File: src/rtl/cnn_conv_stream.sv
// Streaming 3x3 convolution over a raster pixel stream, NUM_CH output channels.
// Two line buffers feed a sliding window; each channel does MAC, ReLU, shift and saturate.
module cnn_conv_stream #(
    parameter int DATA_WIDTH = 8,
    parameter int ACC_WIDTH  = 32,
    parameter int IMG_W_MAX  = 32,
    parameter int IMG_H_MAX  = 32,
    parameter int NUM_CH     = 2
) (
    input  logic                               clk_i,
    input  logic                               rst_ni,
    input  logic                               start_i,
    input  logic [$clog2(IMG_W_MAX+1)-1:0]     img_w_i,
    input  logic [$clog2(IMG_H_MAX+1)-1:0]     img_h_i,
    input  logic                               relu_en_i,
    input  logic [$clog2(ACC_WIDTH)-1:0]       shift_i,
    input  logic                               wt_we_i,
    input  logic [$clog2(NUM_CH*9)-1:0]        wt_addr_i,
    input  logic [DATA_WIDTH-1:0]              wt_wdata_i,
    input  logic                               pix_valid_i,
    output logic                               pix_ready_o,
    input  logic [DATA_WIDTH-1:0]              pix_data_i,
    output logic                               out_valid_o,
    input  logic                               out_ready_i,
    output logic [NUM_CH*DATA_WIDTH-1:0]       out_data_o,
    output logic                               out_last_o,
    output logic                               busy_o,
    output logic                               done_o,
    output logic                               err_o
);
    localparam int WW = $clog2(IMG_W_MAX+1);
    localparam int HW = $clog2(IMG_H_MAX+1);
    localparam int SW = $clog2(ACC_WIDTH);
    localparam int LW = (IMG_W_MAX > 1) ? $clog2(IMG_W_MAX) : 1;
    localparam int NW = NUM_CH*9;
    localparam int EW = ACC_WIDTH - DATA_WIDTH;
    localparam logic signed [ACC_WIDTH-1:0] SAT_MAX = ACC_WIDTH'((1 << (DATA_WIDTH-1)) - 1);
    localparam logic signed [ACC_WIDTH-1:0] SAT_MIN = ~SAT_MAX;

    typedef enum logic [1:0] {IDLE, RUN, DRAIN, DONE} state_e;

    state_e                      state_q;
    logic                        err_q;
    logic [WW-1:0]               w_q, w_d, col_q, col_d;
    logic [HW-1:0]               h_q, h_d, row_q, row_d;
    logic                        relu_q, relu_d;
    logic [SW-1:0]               shift_q, shift_d;
    logic [DATA_WIDTH-1:0]       wt_q [NW];
    logic [DATA_WIDTH-1:0]       wt_d [NW];
    logic [DATA_WIDTH-1:0]       lb0_q [IMG_W_MAX];
    logic [DATA_WIDTH-1:0]       lb0_d [IMG_W_MAX];
    logic [DATA_WIDTH-1:0]       lb1_q [IMG_W_MAX];
    logic [DATA_WIDTH-1:0]       lb1_d [IMG_W_MAX];
    logic [DATA_WIDTH-1:0]       win_q [9];
    logic [DATA_WIDTH-1:0]       win_d [9];
    logic [DATA_WIDTH-1:0]       tap   [9];
    logic                        out_valid_q, out_valid_d, out_last_q, out_last_d;
    logic [NUM_CH*DATA_WIDTH-1:0] out_data_q, out_data_d, res;
    logic signed [ACC_WIDTH-1:0] acc;

    logic          dims_bad, start_go, pix_fire, out_fire, last_pix, has_win;
    logic [LW-1:0] col_idx;

    assign dims_bad = (img_w_i < WW'(3)) || (img_h_i < HW'(3)) ||
                      (img_w_i > WW'(IMG_W_MAX)) || (img_h_i > HW'(IMG_H_MAX));
    assign start_go    = (state_q == IDLE) && start_i;
    assign pix_ready_o = (state_q == RUN) && (!out_valid_q || out_ready_i);
    assign pix_fire    = pix_valid_i && pix_ready_o;
    assign out_fire    = out_valid_q && out_ready_i;
    assign last_pix    = (row_q == h_q - HW'(1)) && (col_q == w_q - WW'(1));
    assign has_win     = (row_q >= HW'(2)) && (col_q >= WW'(2));
    assign col_idx     = col_q[LW-1:0];

    assign out_valid_o = out_valid_q;
    assign out_data_o  = out_data_q;
    assign out_last_o  = out_last_q;
    assign busy_o      = (state_q != IDLE);
    assign done_o      = (state_q == DONE);
    assign err_o       = err_q;

    // Window as it will look once the incoming pixel is shifted in: rows top..bottom.
    always_comb begin
        for (int m = 0; m < 3; m++) begin
            tap[m*3]   = win_q[m*3+1];
            tap[m*3+1] = win_q[m*3+2];
        end
        tap[2] = lb0_q[col_idx];
        tap[5] = lb1_q[col_idx];
        tap[8] = pix_data_i;
    end

    always_comb begin
        res = '0;
        acc = '0;
        for (int ch = 0; ch < NUM_CH; ch++) begin
            acc = '0;
            for (int k = 0; k < 9; k++) begin
                acc = acc + $signed({{EW{1'b0}}, tap[k]}) *
                            $signed({{EW{wt_q[ch*9+k][DATA_WIDTH-1]}}, wt_q[ch*9+k]});
            end
            if (relu_q && (acc < 0)) acc = '0;
            acc = acc >>> shift_q;
            if (acc > SAT_MAX)      res[ch*DATA_WIDTH +: DATA_WIDTH] = SAT_MAX[DATA_WIDTH-1:0];
            else if (acc < SAT_MIN) res[ch*DATA_WIDTH +: DATA_WIDTH] = SAT_MIN[DATA_WIDTH-1:0];
            else                    res[ch*DATA_WIDTH +: DATA_WIDTH] = acc[DATA_WIDTH-1:0];
        end
    end

    always_comb begin
        w_d = w_q; h_d = h_q; relu_d = relu_q; shift_d = shift_q;
        col_d = col_q; row_d = row_q;
        wt_d = wt_q; lb0_d = lb0_q; lb1_d = lb1_q; win_d = win_q;
        out_valid_d = out_valid_q; out_last_d = out_last_q; out_data_d = out_data_q;

        if (start_go && !dims_bad) begin
            w_d = img_w_i; h_d = img_h_i; relu_d = relu_en_i; shift_d = shift_i;
            col_d = '0; row_d = '0;
        end
        if ((state_q == IDLE) && wt_we_i && (32'(wt_addr_i) < NW))
            wt_d[wt_addr_i] = wt_wdata_i;

        if (out_fire) begin
            out_valid_d = 1'b0;
            out_last_d  = 1'b0;
        end
        if (pix_fire) begin
            lb0_d[col_idx] = lb1_q[col_idx];
            lb1_d[col_idx] = pix_data_i;
            for (int k = 0; k < 9; k++) win_d[k] = tap[k];
            if (col_q == w_q - WW'(1)) begin
                col_d = '0;
                row_d = row_q + HW'(1);
            end else begin
                col_d = col_q + WW'(1);
            end
            if (has_win) begin
                out_valid_d = 1'b1;
                out_data_d  = res;
                out_last_d  = last_pix;
            end
        end
    end

    always_ff @(posedge clk_i or negedge rst_ni) begin
        if (!rst_ni) begin
            state_q <= IDLE;
            err_q   <= 1'b0;
            w_q <= '0; h_q <= '0; relu_q <= 1'b0; shift_q <= '0;
            col_q <= '0; row_q <= '0;
            out_valid_q <= 1'b0; out_last_q <= 1'b0; out_data_q <= '0;
            for (int i = 0; i < NW; i++) wt_q[i] <= '0;
            for (int i = 0; i < IMG_W_MAX; i++) begin
                lb0_q[i] <= '0;
                lb1_q[i] <= '0;
            end
            for (int i = 0; i < 9; i++) win_q[i] <= '0;
        end else begin
            w_q <= w_d; h_q <= h_d; relu_q <= relu_d; shift_q <= shift_d;
            col_q <= col_d; row_q <= row_d;
            out_valid_q <= out_valid_d; out_last_q <= out_last_d; out_data_q <= out_data_d;
            wt_q <= wt_d; lb0_q <= lb0_d; lb1_q <= lb1_d; win_q <= win_d;
            case (state_q)
                IDLE: if (start_i) begin
                    err_q   <= dims_bad;
                    state_q <= dims_bad ? DONE : RUN;
                end
                RUN:   if (pix_fire && last_pix) state_q <= DRAIN;
                DRAIN: if (out_fire && out_last_q) state_q <= DONE;
                DONE:  state_q <= IDLE;
                default: state_q <= IDLE;
            endcase
        end
    end
endmodule
File: config.mk
export PLATFORM = sky130hd
export DESIGN_NAME = cnn_conv_stream
export DESIGN_NICKNAME = d
export VERILOG_FILES = /design/src/rtl/cnn_conv_stream.sv
export SDC_FILE = /design/constraint.sdc
export NUM_CORES = 2
export LEC_CHECK = 0
export CAP_MARGIN = 10
export CORE_AREA = 2 2 428 430
export CTS_CLUSTER_SIZE = 40
export DETAILED_ROUTE_END_ITERATION = 7
export DIE_AREA = 0 0 430 432
export PLACE_DENSITY = 0.64
export SYNTH_ARGS = -nofsm -noshare
export SYNTH_HDL_FRONTEND = slang
export SYNTH_SLANG_ARGS = --single-unit
export TNS_END_PERCENT = 5
File: constraint.sdc
create_clock -name clk_i -period 13.45 [get_ports clk_i]
set_input_delay 2.69 -clock clk_i [delete_from_list [all_inputs] [get_ports clk_i]]
set_output_delay 2.69 -clock clk_i [all_outputs]
set_load 0.02 [all_outputs]
After elaboration in Yosys (flattened, before gate mapping)
Index checks and enable logic that the tools add are counted.
{"block": "word_totals", "reg_bits": 755, "in_bits": 45, "out_inout_bits": 22, "word_cells": 229}
{"block": "classes", "add_sub_neg": 20, "mul": 18, "order_cmp": 17, "eq_ne": 8, "shift": 2, "mux": 36, "n_bitwise": 2, "reduce_logical": 27}
{"operator": "256-bit bitwise mux", "count": 2}
{"operator": "9-bit by 8-bit multiplier with 17-bit output", "count": 18}
{"operator": "144-bit bitwise mux", "count": 1}
{"operator": "8-bit binary-select mux with 5-bit select", "count": 2}
{"operator": "8-bit demux with 5-bit select", "count": 2}
{"operator": "8-bit 2-to-1 mux", "count": 10}
{"operator": "32-bit by 8-bit greater-than comparator with 1-bit output, second input constant", "count": 2}
{"operator": "32-bit by 8-bit less-than comparator with 1-bit output, second input constant", "count": 2}
{"operator": "32-bit 2-to-1 mux", "count": 2}
{"operator": "32-bit by 5-bit >>> shifter with 32-bit output", "count": 2}
{"operator": "24-bit by 17-bit adder with 25-bit output", "count": 2}
{"operator": "25-bit by 1-bit less-than comparator with 1-bit output, second input constant", "count": 2}
{"operator": "23-bit by 17-bit adder with 24-bit output", "count": 2}
{"operator": "22-bit by 17-bit adder with 23-bit output", "count": 2}
{"operator": "21-bit by 17-bit adder with 22-bit output", "count": 2}
{"operator": "20-bit by 17-bit adder with 21-bit output", "count": 2}
{"operator": "19-bit by 17-bit adder with 20-bit output", "count": 2}
{"operator": "18-bit by 17-bit adder with 19-bit output", "count": 2}
{"operator": "17-bit by 17-bit adder with 18-bit output", "count": 2}
{"operator": "6-bit 2-to-1 mux", "count": 6}
{"operator": "1-bit logical AND", "count": 15}
{"operator": "6-bit by 1-bit adder with 6-bit output, second input constant", "count": 2}
{"operator": "6-bit equality test", "count": 2}
{"operator": "6-bit by 2-bit >= comparator with 1-bit output, second input constant", "count": 2}
{"operator": "20 further kinds", "count": 42}

Depth between registers and ports, before layout
{"block": "depth", "word_depth": 19, "depth_mapped": 44, "depth_no_buf": 38}

Worst setup path after synthesis
No wires, ideal clock.
{"block": "synth_path", "path_kind": "input port to flip-flop", "startpoint": "input port pix_data_i[7]", "endpoint": "register out_data_q[0], in the netlist out_data_o[0]", "arrival_time_ps": 11950, "t_required_ps": 13327, "path_slack_ps": 1377, "stages": 36, "path_buffers": 4, "cell_sequence": "clkbuf_1 > clkbuf_1 > nand2_1 > fa_1 > inv_1 > fa_1 > fa_1 > fa_1 > inv_1 > fa_1 > inv_1 > fa_1 > inv_1 > fa_1 > inv_1 > fa_1 > fa_1 > inv_1 > fa_1 > inv_1 > ha_1 > buf_2 > and4_2 > buf_2 > nand3_1 > nor3_1 > nor2_1 > xnor2_1 > mux4_2 > a2111oi_2 > a211oi_1 > nor4_2 > nand4_1 > o21a_2 > a211o_4 > o221a_2"}
{"block": "synth_between", "elab_chain_cells": 9, "word_cells_on_any_way": 10, "classes_between": "1 x add/sub; 1 x mul; 3 x order compare; 1 x shift; 3 x mux; 1 x reduce/logical"}
{"item": "start, declared", "line_no": "22", "rtl": "input logic [DATA_WIDTH-1:0] pix_data_i,"}
{"item": "9-bit by 8-bit multiplier with 17-bit output *", "line_no": "98", "rtl": "acc = acc + $signed({{EW{1'b0}}, tap[k]}) *"}
{"item": "24-bit by 17-bit adder with 25-bit output *", "line_no": "98"}
{"item": "25-bit by 1-bit less-than comparator with 1-bit output", "line_no": "101", "rtl": "if (relu_q && (acc < 0)) acc = '0;"}
{"item": "1-bit logical AND", "line_no": "101"}
{"item": "32-bit 2-to-1 mux *", "line_no": "101"}
{"item": "32-bit by 5-bit >>> shifter with 32-bit output *", "line_no": "102", "rtl": "acc = acc >>> shift_q;"}
{"item": "32-bit by 8-bit less-than comparator with 1-bit output", "line_no": "104", "rtl": "else if (acc < SAT_MIN) res[ch*DATA_WIDTH +: DATA_WIDTH] = SAT_MIN[DATA_WIDTH-1:0];"}
{"item": "8-bit 2-to-1 mux", "line_no": "104"}
{"item": "8-bit 2-to-1 mux *", "line_no": "103", "rtl": "if (acc > SAT_MAX) res[ch*DATA_WIDTH +: DATA_WIDTH] = SAT_MAX[DATA_WIDTH-1:0];"}
{"item": "end signal, assigned", "line_no": "160", "rtl": "out_valid_q <= out_valid_d; out_last_q <= out_last_d; out_data_q <= out_data_d;"}
{"item": "end, declared", "line_no": "58", "rtl": "logic [NUM_CH*DATA_WIDTH-1:0] out_data_q, out_data_d, res;"}
Mark *: on every way between the ends. The rest lies on a longest branch, timed or not.
A chain may end at the register's enable or synchronous reset.

Worst setup path after layout
{"block": "layout_path", "startpoint": "register col_q[0]", "endpoint": "register out_data_q[14], in the netlist out_data_o[14]"}
{"block": "layout_between", "elab_chain_cells": 19, "word_cells_on_any_way": 27, "classes_between": "7 x add/sub; 2 x mul; 4 x order compare; 1 x shift; 9 x mux; 1 x bitwise; 3 x reduce/logical"}
{"item": "start, declared", "line_no": "44", "rtl": "logic [WW-1:0] w_q, w_d, col_q, col_d;"}
{"item": "start signal, assigned", "line_no": "159", "rtl": "col_q <= col_d; row_q <= row_d;"}
{"item": "5-bit NOT with 6-bit output (implied by the code)", "line_no": "87, 88"}
{"item": "8-bit binary-select mux with 5-bit select", "line_no": "87", "rtl": "tap[2] = lb0_q[col_idx];"}
{"item": "8-bit 2-to-1 mux (implied by the code) (2 in a row)", "line_no": "87"}
{"item": "9-bit by 8-bit multiplier with 17-bit output", "line_no": "98"}
{"item": "18-bit by 17-bit adder with 19-bit output", "line_no": "98"}
{"item": "19-bit by 17-bit adder with 20-bit output", "line_no": "98"}
{"item": "20-bit by 17-bit adder with 21-bit output", "line_no": "98"}
{"item": "21-bit by 17-bit adder with 22-bit output", "line_no": "98"}
{"item": "(+2 left out)"}
{"item": "24-bit by 17-bit adder with 25-bit output", "line_no": "98"}
{"item": "25-bit by 1-bit less-than comparator with 1-bit output", "line_no": "101"}
{"item": "1-bit logical AND", "line_no": "101"}
{"item": "32-bit 2-to-1 mux", "line_no": "101"}
{"item": "32-bit by 5-bit >>> shifter with 32-bit output", "line_no": "102"}
{"item": "32-bit by 8-bit less-than comparator with 1-bit output", "line_no": "104"}
{"item": "8-bit 2-to-1 mux", "line_no": "104"}
{"item": "8-bit 2-to-1 mux", "line_no": "103"}
Several ways; a longest one is shown, not always the timed one. The select of a mux whose other input is x is not followed.

==> impl_metrics.json <==
{
  "cts_max_path_buffers": 3,
  "multi_input_area_um2": 55000,
  "max_stage_delay_ns": 0.93,
  "worstSetupStartpointType": "flop",
  "die_w_um": 430,
  "grt_pass1_wl_um": 388000,
  "worst_slew_pin_slew_ns": 1.24,
  "numCtsBuffers": 87,
  "die_y_um": 432,
  "async_flop_share": 1.00,
  "fmax_ghz": 0.0781,
  "finalSetupViolCount": 0,
  "num_vias": 57400,
  "fin_skew_ns": 0.0708,
  "wl_per_cell_um": 24.8,
  "synth_top_area_share": 0.286,
  "ctsHoldBuffers": 0,
  "start_util": 0.445,
  "slowest_stage": "a2111oi_0",
  "finalSetupTns_ns": 0,
  "cts_setup_buffers": 0,
  "cts_resized": 0,
  "synth_area_leaders": "fa_1 29%, dfrtp_1 23%, ha_1 9.6%, inv_1 6.9%, mux2_2 6.0%",
  "area_growth_syn_to_layout_pct": 8.23,
  "place_congestion": 1.01,
  "met1_usage": 0.372,
  "drive_gt1_frac": 0.123,
  "crit_arrival_ns": 13.40,
  "vias_per_cell": 5.55,
  "fillCellCount": 16700,
  "num_io_pins": 67,
  "finalHoldViolations": 0,
  "synthesis.nets": 9783,
  "antenna_left": 0,
  "gr-total-overflow": 0,
  "end_kind": "flop",
  "cp.required_ns": 14.04,
  "grt_max_degree": 168,
  "worstSkewPairLatency_ns": 0.74,
  "cts_root_buf": "clkbuf_16",
  "slew_viol_final": 0,
  "drtPass1Iterations": 7,
  "wl_um": 257000,
  "clock-sinks": 755,
  "portBuffers": 66,
  "regArea_um2": 18900,
  "yosysWarningCount": 0,
  "worstPathMaxFanout": 20,
  "cts_tree": "built",
  "syn_avg_cell_area_um2": 10.2,
  "synth_seq_cells": 755,
  "grt_use_met2": 0.457,
  "path_clk_slew_ns": 0.06,
  "drc_errors": 0,
  "gr-max-usage-layer": "met2",
  "path_common_cell": "fa_1",
  "max_cap_violations": 0,
  "num_rows": 157,
  "min_period_over_period": 0.952,
  "hold_class": "reg -> reg",
  "ys_seq_area_frac": 0.233,
  "first_iter_violations": 4897,
  "grt_pass1_vias": 60200,
  "htreeDepth": 3,
  "met3_usage": 0.0431,
  "grt_usage": 0.280,
  "core_area_um2": 182000,
  "path_class": "reg -> reg",
  "synth_ff_type": "dfrtp_1",
  "synth_enable_flop_cells": 0,
  "antenna_found_initial": 19,
  "status": "complete, no violations",
  "finalCriticalPeriod_ns": 12.81,
  "grt_setup_unrepaired": "false",
  "synth.distinct_cells": 100,
  "synth.largest_area_cell": "fa_1",
  "synth_area_um2": 80900,
  "netlist_instances": 7965,
  "hpwl_um": 203000,
  "slew-limit-headroom": 0.171,
  "finalNetCount": 9714,
  "die_area_um2": 186000
}
cell families after synthesis:
logic type,count (synthesis),share of synthesized area
and+or+nand+nor,2065,0.125
buffers and inverters,1908,0.0893
adders and majority gates,1773,0.381
AOI/OAI and AO/OA,821,0.0650
DFF,755,0.233
muxes,594,0.101
xor gates and xnor gates,49,0.00530
sequential cells by signal, indices dropped and copies added (netlist names):
name / count
wt_q: 144
shift_q: 5
out_valid_o: 1
lb1_q: 256
state_q: 2
col_q: 6
row_q: 6
relu_q: 1
w_q: 6
h_q: 6
out_last_o: 1
tap: 48
err_o: 1
lb0_q: 256
out_data_o: 16
area by class of cell:
| class | count | area share |
|---|---|---|
| Tap cell | 2385 | 0.0341 |
| Clock inverter | 31 | 0.00551 |
| Multi-Input combinational cell | 5302 | 0.628 |
| Sequential cell | 755 | 0.216 |
| Timing Repair Buffer | 246 | 0.0240 |
| Clock buffer | 125 | 0.0284 |
| Antenna cell | 4 | 0.000114 |
| Inverter | 1504 | 0.0644 |
metrics by stage:
| stage | area, um2 | hold WS [ns] | std cells | utilization | worst slack (ns) |
|---|---|---|---|---|---|
| 6_report | 87600 | 0.495 | 10400 | 0.482 | 0.642 |
| 4_1_cts | 87600 | 0.504 | 10300 | 0.482 | 0.646 |
| 3_5_place_dp | 84600 | 0.482 | 10200 | 0.466 | 0.649 |
| 2_1_floorplan | 80900 | 0.475 | 7965 | - | 1.38 |
| 5_1_grt | 87600 | 0.512 | 10400 | 0.482 | 0.167 |
| 3_3_place_gp | 84600 | 0.471 | 10200 | 0.466 | 0.656 |
routing by layer:
metal,part of all wire,up-vias,wire length (um)
met4,0.048,8,12400
li1,-,25000,-
met2,0.48,1903,122000
met3,0.065,430,16800
met1,0.41,30100,105000
met5,0.00022,-,57
final timing paths:
kind	from	endpoint	slack, ns	cells after the start
min in group asynchronous	rst_ni	lb1_q[231]$_DFFE_PN0P_	2.03	1
hold / removal	out_data_o[15]$_DFFE_PN0P_	out_data_o[15]$_DFFE_PN0P_	0.49	2
max in group asynchronous	rst_ni	lb0_q[35]$_DFFE_PN0P_	8.51	4
setup reg to reg	col_q[0]$_DFFE_PN0P_	out_data_o[14]$_DFFE_PN0P_	0.64	34
setup / recovery	col_q[0]$_DFFE_PN0P_	out_data_o[14]$_DFFE_PN0P_	0.64	34
hold reg to reg	out_data_o[15]$_DFFE_PN0P_	out_data_o[15]$_DFFE_PN0P_	0.49	2
synthesized netlist by cell type, types with 11 or more instances:
cell and n:
nand2_1 642, xor2_1 16, a22o_1 36, mux2_2 429
buf_1 33, and3_1 19, ha_1 618, nor2_1 461
a21o_1 24, o21ai_0 111, and2_1 554, nor3_1 38
a21oi_1 360, fa_1 1155, nand2b_1 113, a211oi_1 22
a22oi_1 50, mux2i_1 31, o211ai_1 20, buf_2 20
a31oi_1 21, clkbuf_1 343, o21a_1 11, or3_1 13
dfrtp_1 755, nand4_1 35, nor4_1 14, nor2b_1 98
o22ai_1 15, mux4_2 134, xnor2_1 33, nand3_1 45
inv_1 1496
cell usage in the layout (no fill, tap or decap), drive strengths merged, types with 12 or more instances in the layout:
master,Yosys,layout
o211ai,20,20
clkdlybuf4s50,0,57
mux2,429,429
a21o,26,26
clkbuf,345,125
mux4,134,134
a21oi,361,361
buf,59,189
nor2b,98,98
inv,1497,1501
nand4,35,35
a22oi,50,50
xnor2,33,33
clkinv,7,25
a22o,36,36
mux2i,31,31
a31oi,23,23
nor4,15,15
nor2,461,461
nand2b,113,113
o21a,12,12
dfrtp,755,755
xor2,16,16
and2,554,554
nor3,38,38
nand3,45,45
nand2,642,642
o21ai,116,116
or3,13,13
ha,618,618
and3,20,20
a211oi,24,24
fa,1155,1155
o22ai,15,15
critical path, delay by kind of cell, from the launching register on:
kind / cells / cell delay [ns]
fa+ha+maj: 11 / 5.56
flops: 1 / 0.79
simple gates: 7 / 1.82
buf+inv: 7 / 1.07
mux: 2 / 0.79
compound gates: 7 / 2.49
Power is left out: the tool's default activity adds up to more than one toggle a clock period on the data nets, which glitch-free logic cannot reach.
